File: config.mk
export PLATFORM = sky130hd
export DESIGN_NAME = trap_shaper_peak
export DESIGN_NICKNAME = d
export VERILOG_FILES = /design/src/rtl/trap_shaper_peak.sv
export SDC_FILE = /design/constraint.sdc
export NUM_CORES = 1
export LEC_CHECK = 0
export CAP_MARGIN = 20
export CELL_PAD_IN_SITES_DETAIL_PLACEMENT = 0
export CELL_PAD_IN_SITES_GLOBAL_PLACEMENT = 2
export CORE_MARGIN = 5
export CORE_UTILIZATION = 40
export DETAILED_ROUTE_END_ITERATION = 12
export PLACE_DENSITY = 0.83
export SLEW_MARGIN = 20
export SYNTH_ARGS = -nofsm -noshare
export SYNTH_HDL_FRONTEND = slang
export SYNTH_SLANG_ARGS = --single-unit
File: constraint.sdc
create_clock -name clk -period 5.4 [get_ports clk]
set_clock_uncertainty 0.15 [all_clocks]
set_input_delay 0.54 -clock clk [delete_from_list [all_inputs] [get_ports clk]]
set_output_delay 0.54 -clock clk [all_outputs]
set_load 0.01 [all_outputs]
File: src/rtl/trap_shaper_peak.sv
// Purpose : trapezoidal shaper (K/L delay-line difference, pole-zero corrected) with a peak-capture FSM.
// Latency : input_data sampled at edge t reaches output_data after edge t+4; a report lands one edge after TRACK ends.
// Backpr. : none; one sample is accepted every clk and the block never stalls.
module trap_shaper_peak #(
  parameter int SIZE_ADC_DATA    = 12,
  parameter int SIZE_FILTER_DATA = 24,
  parameter int SIZE_ACC         = 32,
  parameter int DELAY_K          = 8,
  parameter int DELAY_L          = 12,
  parameter int M_COEF           = 0,
  parameter int SHIFT            = 0,
  parameter int MAX_WIDTH        = 64,
  parameter int HOLDOFF          = 16
) (
  input  logic                               clk,
  input  logic                               reset,
  input  logic                               clear,
  input  logic        [SIZE_ADC_DATA-1:0]    input_data,
  input  logic signed [SIZE_FILTER_DATA-1:0] threshold,
  output logic signed [SIZE_FILTER_DATA-1:0] output_data,
  output logic                               peak_valid,
  output logic signed [SIZE_FILTER_DATA-1:0] peak_value,
  output logic                               peak_pileup,
  output logic        [15:0]                 peak_count
);

  localparam int LP_DEPTH  = DELAY_K + DELAY_L;
  localparam int LP_WCNT_W = $clog2(MAX_WIDTH + 1);
  localparam int LP_HCNT_W = (HOLDOFF < 2) ? 1 : $clog2(HOLDOFF);

  localparam logic        [LP_WCNT_W-1:0]        LP_WCNT_MAX  = LP_WCNT_W'(MAX_WIDTH);
  localparam logic        [LP_HCNT_W-1:0]        LP_HCNT_LAST = LP_HCNT_W'((HOLDOFF > 0) ? HOLDOFF - 1 : 0);
  localparam logic        [SIZE_ACC-1:0]         LP_M         = SIZE_ACC'(M_COEF);
  localparam logic signed [SIZE_FILTER_DATA-1:0] LP_OUT_MAX   = {1'b0, {(SIZE_FILTER_DATA-1){1'b1}}};
  localparam logic signed [SIZE_FILTER_DATA-1:0] LP_OUT_MIN   = {1'b1, {(SIZE_FILTER_DATA-1){1'b0}}};

  typedef enum logic [1:0] {
    ST_IDLE  = 2'd0,
    ST_TRACK = 2'd1,
    ST_HOLD  = 2'd2
  } state_t;

  // ---------------------------------------------------------------------------
  // Datapath registers
  // ---------------------------------------------------------------------------
  // r_x[0] is the x stage (newest sample); r_x[i] holds x[n-i].
  logic        [SIZE_ADC_DATA-1:0]    r_x [0:LP_DEPTH];
  logic        [SIZE_ACC-1:0]         r_d;
  logic        [SIZE_ACC-1:0]         r_p;
  logic        [SIZE_ACC-1:0]         r_r;
  logic signed [SIZE_ACC-1:0]         r_s;
  logic signed [SIZE_FILTER_DATA-1:0] r_out;

  logic        [SIZE_ACC-1:0]         w_d;
  logic        [SIZE_ACC-1:0]         w_p_nxt;
  logic        [SIZE_ACC-1:0]         w_r_nxt;
  logic signed [SIZE_ACC-1:0]         w_sh;
  logic        [SIZE_ACC-SIZE_FILTER_DATA:0] w_hi;
  logic signed [SIZE_FILTER_DATA-1:0] w_sat;

  // All accumulator arithmetic is modular; wrap-around cancels out over a pulse.
  assign w_d     = SIZE_ACC'(r_x[0]) - SIZE_ACC'(r_x[DELAY_K])
                 - SIZE_ACC'(r_x[DELAY_L]) + SIZE_ACC'(r_x[LP_DEPTH]);
  assign w_p_nxt = r_p + r_d;
  assign w_r_nxt = w_p_nxt + LP_M * r_d;

  // Saturate only at the output: in range when every bit above the output sign bit matches it.
  assign w_sh  = r_s >>> SHIFT;
  assign w_hi  = w_sh[SIZE_ACC-1:SIZE_FILTER_DATA-1];
  assign w_sat = ((&w_hi) || !(|w_hi)) ? w_sh[SIZE_FILTER_DATA-1:0]
               : (w_sh[SIZE_ACC-1] ? LP_OUT_MIN : LP_OUT_MAX);

  // Input stage and delay line; clear flushes history so the next pulse starts clean.
  always_ff @(posedge clk or negedge reset) begin
    if (!reset) begin
      for (int i = 0; i <= LP_DEPTH; i++) r_x[i] <= '0;
    end else if (clear) begin
      for (int i = 0; i <= LP_DEPTH; i++) r_x[i] <= '0;
    end else begin
      r_x[0] <= input_data;
      for (int i = 1; i <= LP_DEPTH; i++) r_x[i] <= r_x[i-1];
    end
  end

  // Difference, trapezoid accumulator with pole-zero term, second accumulator, saturated output.
  always_ff @(posedge clk or negedge reset) begin
    if (!reset) begin
      r_d   <= '0;
      r_p   <= '0;
      r_r   <= '0;
      r_s   <= '0;
      r_out <= '0;
    end else if (clear) begin
      r_d   <= '0;
      r_p   <= '0;
      r_r   <= '0;
      r_s   <= '0;
      r_out <= '0;
    end else begin
      r_d   <= w_d;
      r_p   <= w_p_nxt;
      r_r   <= w_r_nxt;
      r_s   <= r_s + $signed(r_r);
      r_out <= w_sat;
    end
  end

  assign output_data = r_out;

  // ---------------------------------------------------------------------------
  // Peak-capture FSM, driven by the registered output
  // ---------------------------------------------------------------------------
  state_t                             r_state, w_state_nxt;
  logic signed [SIZE_FILTER_DATA-1:0] r_max, w_max_nxt, w_max_cur;
  logic        [LP_WCNT_W-1:0]        r_wcnt, w_wcnt_nxt;
  logic        [LP_HCNT_W-1:0]        r_hcnt, w_hcnt_nxt;
  logic                               r_above;
  logic                               w_above;
  logic                               w_report;
  logic                               w_report_pu;

  logic                               r_pv;
  logic signed [SIZE_FILTER_DATA-1:0] r_pval;
  logic                               r_ppu;
  logic        [15:0]                 r_pcnt;

  assign w_above   = (r_out > threshold);
  assign w_max_cur = (r_out > r_max) ? r_out : r_max;

  // State and per-pulse bookkeeping registers.
  always_ff @(posedge clk or negedge reset) begin
    if (!reset) begin
      r_state <= ST_IDLE;
      r_max   <= '0;
      r_wcnt  <= '0;
      r_hcnt  <= '0;
      r_above <= 1'b0;
    end else if (clear) begin
      r_state <= ST_IDLE;
      r_max   <= '0;
      r_wcnt  <= '0;
      r_hcnt  <= '0;
      r_above <= 1'b0;
    end else begin
      r_state <= w_state_nxt;
      r_max   <= w_max_nxt;
      r_wcnt  <= w_wcnt_nxt;
      r_hcnt  <= w_hcnt_nxt;
      r_above <= w_above;
    end
  end

  // Next state and report decision. IDLE arms on a rising crossing so that a level
  // sitting above threshold after a forced pile-up report is not reported again.
  always_comb begin
    w_state_nxt = r_state;
    w_max_nxt   = r_max;
    w_wcnt_nxt  = r_wcnt;
    w_hcnt_nxt  = r_hcnt;
    w_report    = 1'b0;
    w_report_pu = 1'b0;
    case (r_state)
      ST_IDLE: begin
        if (w_above && !r_above) begin
          w_state_nxt = ST_TRACK;
          w_max_nxt   = r_out;
          w_wcnt_nxt  = LP_WCNT_W'(1);
        end
      end
      ST_TRACK: begin
        w_max_nxt  = w_max_cur;
        w_wcnt_nxt = r_wcnt + LP_WCNT_W'(1);
        if (!w_above || (r_wcnt == LP_WCNT_MAX)) begin
          w_report    = 1'b1;
          w_report_pu = w_above;
          w_hcnt_nxt  = '0;
          w_state_nxt = (HOLDOFF == 0) ? ST_IDLE : ST_HOLD;
        end
      end
      ST_HOLD: begin
        if (r_hcnt == LP_HCNT_LAST) begin
          w_state_nxt = ST_IDLE;
          w_hcnt_nxt  = '0;
        end else begin
          w_hcnt_nxt = r_hcnt + LP_HCNT_W'(1);
        end
      end
      default: begin
        w_state_nxt = ST_IDLE;
      end
    endcase
  end

  // Report registers: one-cycle strobe, value and pile-up flag held until the next report.
  always_ff @(posedge clk or negedge reset) begin
    if (!reset) begin
      r_pv   <= 1'b0;
      r_pval <= '0;
      r_ppu  <= 1'b0;
      r_pcnt <= '0;
    end else if (clear) begin
      r_pv   <= 1'b0;
      r_pval <= '0;
      r_ppu  <= 1'b0;
      r_pcnt <= '0;
    end else begin
      r_pv <= w_report;
      if (w_report) begin
        r_pval <= w_max_cur;
        r_ppu  <= w_report_pu;
        r_pcnt <= r_pcnt + 16'd1;
      end
    end
  end

  assign peak_valid  = r_pv;
  assign peak_value  = r_pval;
  assign peak_pileup = r_ppu;
  assign peak_count  = r_pcnt;

endmodule

### Word level (Yosys, flattened, before mapping)

Index checks and enable logic that the tools add are counted.

| cells by class | value |
|---|---|
| $lt $le $gt $ge | 2 |
| reduce and logical (&&, ||, !) cells | 15 |
| add/subtract/negate cells | 8 |
| muxes and demuxes | 35 |
| eq/ne operators | 7 |

Operators with widths:

| kind | number |
|---|---|
| $mux 252 | 1 |
| $mux 24 | 8 |
| $mux 32 | 3 |
| $add 32x32->32 | 2 |
| $gt 24x24->1 | 2 |
| $pmux 24 s2 | 1 |
| $mux 16 | 2 |
| $add 16x1->16 const B | 1 |
| $add 14x13->15 | 1 |
| $mux 7 | 2 |
| $pmux 7 s2 | 1 |
| $sub 13x13->14 | 1 |
| $sub 12x12->13 | 1 |
| $mux 4 | 3 |
| $ne 3x3->1 const B | 3 |
| $reduce_and 9->1 | 1 |
| $reduce_or 9->1 | 1 |
| $mux 1 | 8 |
| $mux 2 | 4 |
| $pmux 4 s2 | 1 |
| $add 7x1->7 const B | 1 |
| $eq 7x7->1 const B | 1 |
| $pmux 2 s3 | 1 |
| $reduce_bool 3->1 | 2 |
| other kinds (11) | 15 |

| word-level totals | value |
|---|---|
| output and inout bits | 66 |
| register bits | 452 |
| logic and storage cells | 101 |

### Depth between registers and ports, before layout

| logic depth | value |
|---|---|
| word-level depth | 7 |
| depth in mapped cells | 19 |

### Worst setup path before layout

OpenSTA, ideal clock, no wires.

| timing | value |
|---|---|
| kind | register -> register |
| start point | reg r_x[144] in the netlist's numbering |
| end point | reg r_d[12] |
| required time | 5118 ps |
| arrival time | 3457 ps |
| buffers on the path | 0 |
| setup time | 132 ps |
| stages on the path, launching flop included | 15 |
| clock period less this slack | 3739 ps |
| slack | 1661 ps |
| path through | dfrtp_1 ha_1 fa_1 inv_1 fa_1 fa_1 a21o_1 a21oi_1 nor2b_1 o21a_1 o41ai_1 o21a_1 o21ai_0 xnor2_1 nor2_1 |

| on the way | value |
|---|---|
| word-level cells in the longest chain between the ends | 4 |

RTL lines:

| item | RTL line | text |
|---|---|---|
| start: declaration | 47 | `logic [SIZE_ADC_DATA-1:0] r_x [0:LP_DEPTH];` |
| $sub 12x12->13 | 62 | `assign w_d = SIZE_ACC'(r_x[0]) - SIZE_ACC'(r_x[DELAY_K])` |
| $sub 13x13->14 | 63 | `- SIZE_ACC'(r_x[DELAY_L]) + SIZE_ACC'(r_x[LP_DEPTH]);` |
| $add 14x13->15 | 63 |  |
| $mux 32 | 93 | `end else if (clear) begin` |
| end signal: assignment | 100 | `r_d <= w_d;` |
| end: declaration | 48 | `logic [SIZE_ACC-1:0] r_d;` |

No other way between the ends.
A chain may end at the register's enable or synchronous reset.

### Worst setup path in the final report

| timing | value |
|---|---|
| start point | reg r_x[145] in the netlist's numbering |
| end point | reg r_d[12] |

Same word-level chain as after synthesis.

==> load_flow_metrics.sql <==
INSERT INTO impl_metrics (metric_group, metric, value, unit) VALUES
('run_status', 'outcome', 'finished clean', ''),
('grt', 'antenna_found_initial', '0', ''),
('final_layout', 'instances_no_fill', '2660', ''),
('grt', 'grt_pass1_wl', '66.33', 'mm'),
('worst_hold_path', 'hold_class', 'input port to flop', ''),
('timing', 'worst_slew_pin_slew', '943.0', 'ps'),
('synthesis', 'ys_ff_latch', '435', ''),
('detailed_routing', 'detail_route.drc_violations', '0', ''),
('timing', 'slew_headroom', '37.14', '%'),
('clock_tree', 'cts-buffers-inserted', '47', ''),
('critical_path', 'timing.reg2reg.setup_slack', '1240', 'ps'),
('detailed_routing', 'detail_route.first_pass.iterations', '4', ''),
('synthesis', 'netlist.top_cell.by_area', 'sky130_fd_sc_hd__dfrtp_1', ''),
('synthesis', 'ys_types', '60', ''),
('clock_tree', 'numClockSinks', '435', ''),
('detailed_routing', 'antenna_left', '0', ''),
('final_layout', 'stdcell_area', '23660', 'µm²'),
('pwr', 'max-vdd-ir-drop', '0.2612', 'mV'),
('final_layout', 'num-nets-final', '2146', ''),
('synthesis', 'post_synth_most_frequent_cells', 'sky130_fd_sc_hd__dfrtp_1, sky130_fd_sc_hd__nor2b_1, sky130_fd_sc_hd__nor2_1', ''),
('clock_tree', 'cts_hold_repair.buffers', '1', ''),
('critical_path', 'reg2reg_from', 'r_x[145]', ''),
('worst_hold_path', 'hold_depth', '2', ''),
('pwr', 'power.static_leakage', '11.58', 'nW'),
('clock_tree', 'h-tree-depth', '2', ''),
('clock_tree', 'clkLatencyLatePin', '610', 'ps'),
('synthesis', 'syn_avg_cell_area', '10.89', 'µm²'),
('timing', 'period_share', '76.98', '%'),
('floorplanning', 'floorplan.die.width', '234.6', 'µm'),
('synthesis', 'syn_nets', '2047', ''),
('clock_tree', 'post-cts-setup-buffer-count', '0', ''),
('grt', 'largest_net_degree_at_the_start_of_global_routing', '191', ''),
('detailed_routing', 'postRouteWirelength', '39.28', 'mm'),
('detailed_routing', 'drt_first_iter_violations', '654', ''),
('floorplanning', 'rows', '82', ''),
('grt', 'first_global_vias', '13160', ''),
('timing', 'report.final.slew_viol_count', '0', ''),
('synthesis', 'post_synth_main_area_contributors', 'sky130_fd_sc_hd__dfrtp_1, sky130_fd_sc_hd__ha_1, sky130_fd_sc_hd__nor2b_1', ''),
('placement', 'numPlacedInstances', '2574', ''),
('grt', 'gr_ovfl_total', '0', ''),
('final_layout', 'post_route_cells_drive_above_1_share', '5.231', '%'),
('critical_path', 'critical_path_end_type', 'flop', ''),
('timing', 'worst_slack_on_hold_paths', '226.8', 'ps'),
('timing', 'rsz0062_at_grt', 'no', ''),
('timing', 'fin_setup_tns', '0', 'ps'),
('final_layout', 'n_antenna_cell', '0', ''),
('synthesis', 'ys.flop_type', 'sky130_fd_sc_hd__dfrtp_1', ''),
('floorplanning', 'die_y', '234.6', 'µm'),
('placement', 'io_buffer_count', '104', ''),
('synthesis', 'count_of_flip_flops_with_a_built_in_enable_after_synthesis', '0', ''),
('placement', 'placed_cell_area', '21950', 'µm²'),
('final_layout', 'flow.area_growth_from_synthesis', '17.26', '%'),
('detailed_routing', 'via_count', '13030', ''),
('placement', 'globalplace.congestion', '0.7610', ''),
('clock_tree', 'cts.clk_slew.worst_paths', '60', 'ps'),
('clock_tree', 'cts_resized', '0', ''),
('clock_tree', 'clock_tree.buffer_depth', '3', ''),
('grt', 'global_route.usage.total', '14.56', '%'),
('timing', 'fin_crit', '4157', 'ps'),
('floorplanning', 'dieArea', '55030', 'µm²'),
('synthesis', 'yosysWarningCount', '0', ''),
('pwr', 'power.density', '467.1', 'nW/µm²'),
('floorplanning', 'floorplan.initialDensity', '40.30', '%'),
('critical_path', 'kind_of_start_point_of_the_critical_path', 'flop', ''),
('clock_tree', 'cts_tree', 'yes', ''),
('timing', 'max_clock_freq', '240.6', 'MHz'),
('synthesis', 'postSynthCellCount', '1853', ''),
('worst_hold_path', 'hold_start', 'clear', ''),
('synthesis', 'most_common_cell_in_the_synthesized_netlist', 'sky130_fd_sc_hd__dfrtp_1', ''),
('detailed_routing', 'post_drt_wl_per_cell', '14.77', 'µm'),
('critical_path', 'crit-reg2reg-capture', 'r_d[12]', '');
critical path, stage by stage, from the launching register on:
cell	delay, ps
sky130_fd_sc_hd__dfrtp_1	370
sky130_fd_sc_hd__inv_1	70
sky130_fd_sc_hd__ha_1	280
sky130_fd_sc_hd__nor2b_1	130
sky130_fd_sc_hd__o21ai_0	200
sky130_fd_sc_hd__a21boi_0	120
sky130_fd_sc_hd__o21ai_0	260
sky130_fd_sc_hd__a21oi_1	170
sky130_fd_sc_hd__a21oi_1	210
sky130_fd_sc_hd__xor2_1	100
sky130_fd_sc_hd__fa_1	480
sky130_fd_sc_hd__inv_1	40
sky130_fd_sc_hd__ha_1	230
sky130_fd_sc_hd__o41ai_1	600
sky130_fd_sc_hd__o21a_1	250
sky130_fd_sc_hd__o21ai_0	150
sky130_fd_sc_hd__xnor2_1	160
sky130_fd_sc_hd__nor2_1	50
cell usage in the layout, fill, tap and decap left out, types with 26 or more instances in the layout:
cell type and count:
sky130_fd_sc_hd__clkdlybuf4s50_1 102, sky130_fd_sc_hd__mux2i_1 28, sky130_fd_sc_hd__clkbuf_16 47, sky130_fd_sc_hd__nor2_1 149, sky130_fd_sc_hd__xnor2_1 35, sky130_fd_sc_hd__dfrtp_1 435
sky130_fd_sc_hd__o21ai_0 87, sky130_fd_sc_hd__nor2b_1 265, sky130_fd_sc_hd__nor3_1 27, sky130_fd_sc_hd__ha_1 140, sky130_fd_sc_hd__a22o_1 26, sky130_fd_sc_hd__xor2_1 50
sky130_fd_sc_hd__a21o_1 56, sky130_fd_sc_hd__nand2_1 80, sky130_fd_sc_hd__inv_1 110, sky130_fd_sc_hd__a21oi_1 92
metal layers:
layer  GRT usage (%)  part of all wire [%]
met5               0                     0
met4           4.069                   1.9
met3           2.702                   4.6
met2           24.20                    47
met1           19.73                    47
worst max-delay path by stage:
stage	start	to	slack (ps)
after floorplan	r_x[144]	r_d[12]	1660
after global placement	threshold[9]	peak_count[0]	1210
after detailed placement	threshold[9]	peak_value[14]	1160
after CTS	r_x[145]	r_d[12]	1210
after global routing	r_x[145]	r_d[12]	880
final	r_x[145]	r_d[12]	1240
cells by family (layout without fill, tap and decap cells):
family | after synthesis | count (layout) | synth area share (%)
fa+ha+maj | 155 | 155 | 10.17
compound gates | 355 | 355 | 11.32
flops | 435 | 435 | 53.95
simple gates | 616 | 616 | 15.97
xor+xnor | 85 | 85 | 3.690
buf+inv | 175 | 310 | 3.280
mux | 32 | 32 | 1.612
state kept, by name, indices dropped and copies added, names as in the netlist:
signal	cells
r_r	32
r_d	15
r_x	252
r_max	24
peak_count	16
r_hcnt	4
peak_valid	1
r_above	1
peak_pileup	1
output_data	24
peak_value	24
r_state	2
r_wcnt	7
r_s	32
metrics by stage:
stage / worst slack [ps] / util (%)
finish: 1243 / 47.26
global route: 881.5 / 47.26
CTS: 1215 / 47.24
detailed placement: 1156 / 43.85
global placement: 1215 / 43.85
floorplan: 1661 / -
where the power goes:
group,leakage (nW),switching [mW],internal [mW]
clock,0.817,1.36,2.12
sequential,5.94,0.426,3.66
combinational,4.82,1.90,1.58
cell type report:
cell class / count / area [µm²]
fillers: 4662 / 26410
clock inverters: 23 / 406.6
flip-flops and latches: 435 / 10890
clock buffers: 62 / 1282
multi-input cells: 1243 / 8658
inverters: 110 / 412.9
well taps: 672 / 840.8
repair buffers: 115 / 1174
Note: power is estimated with default switching activity, not from simulation.
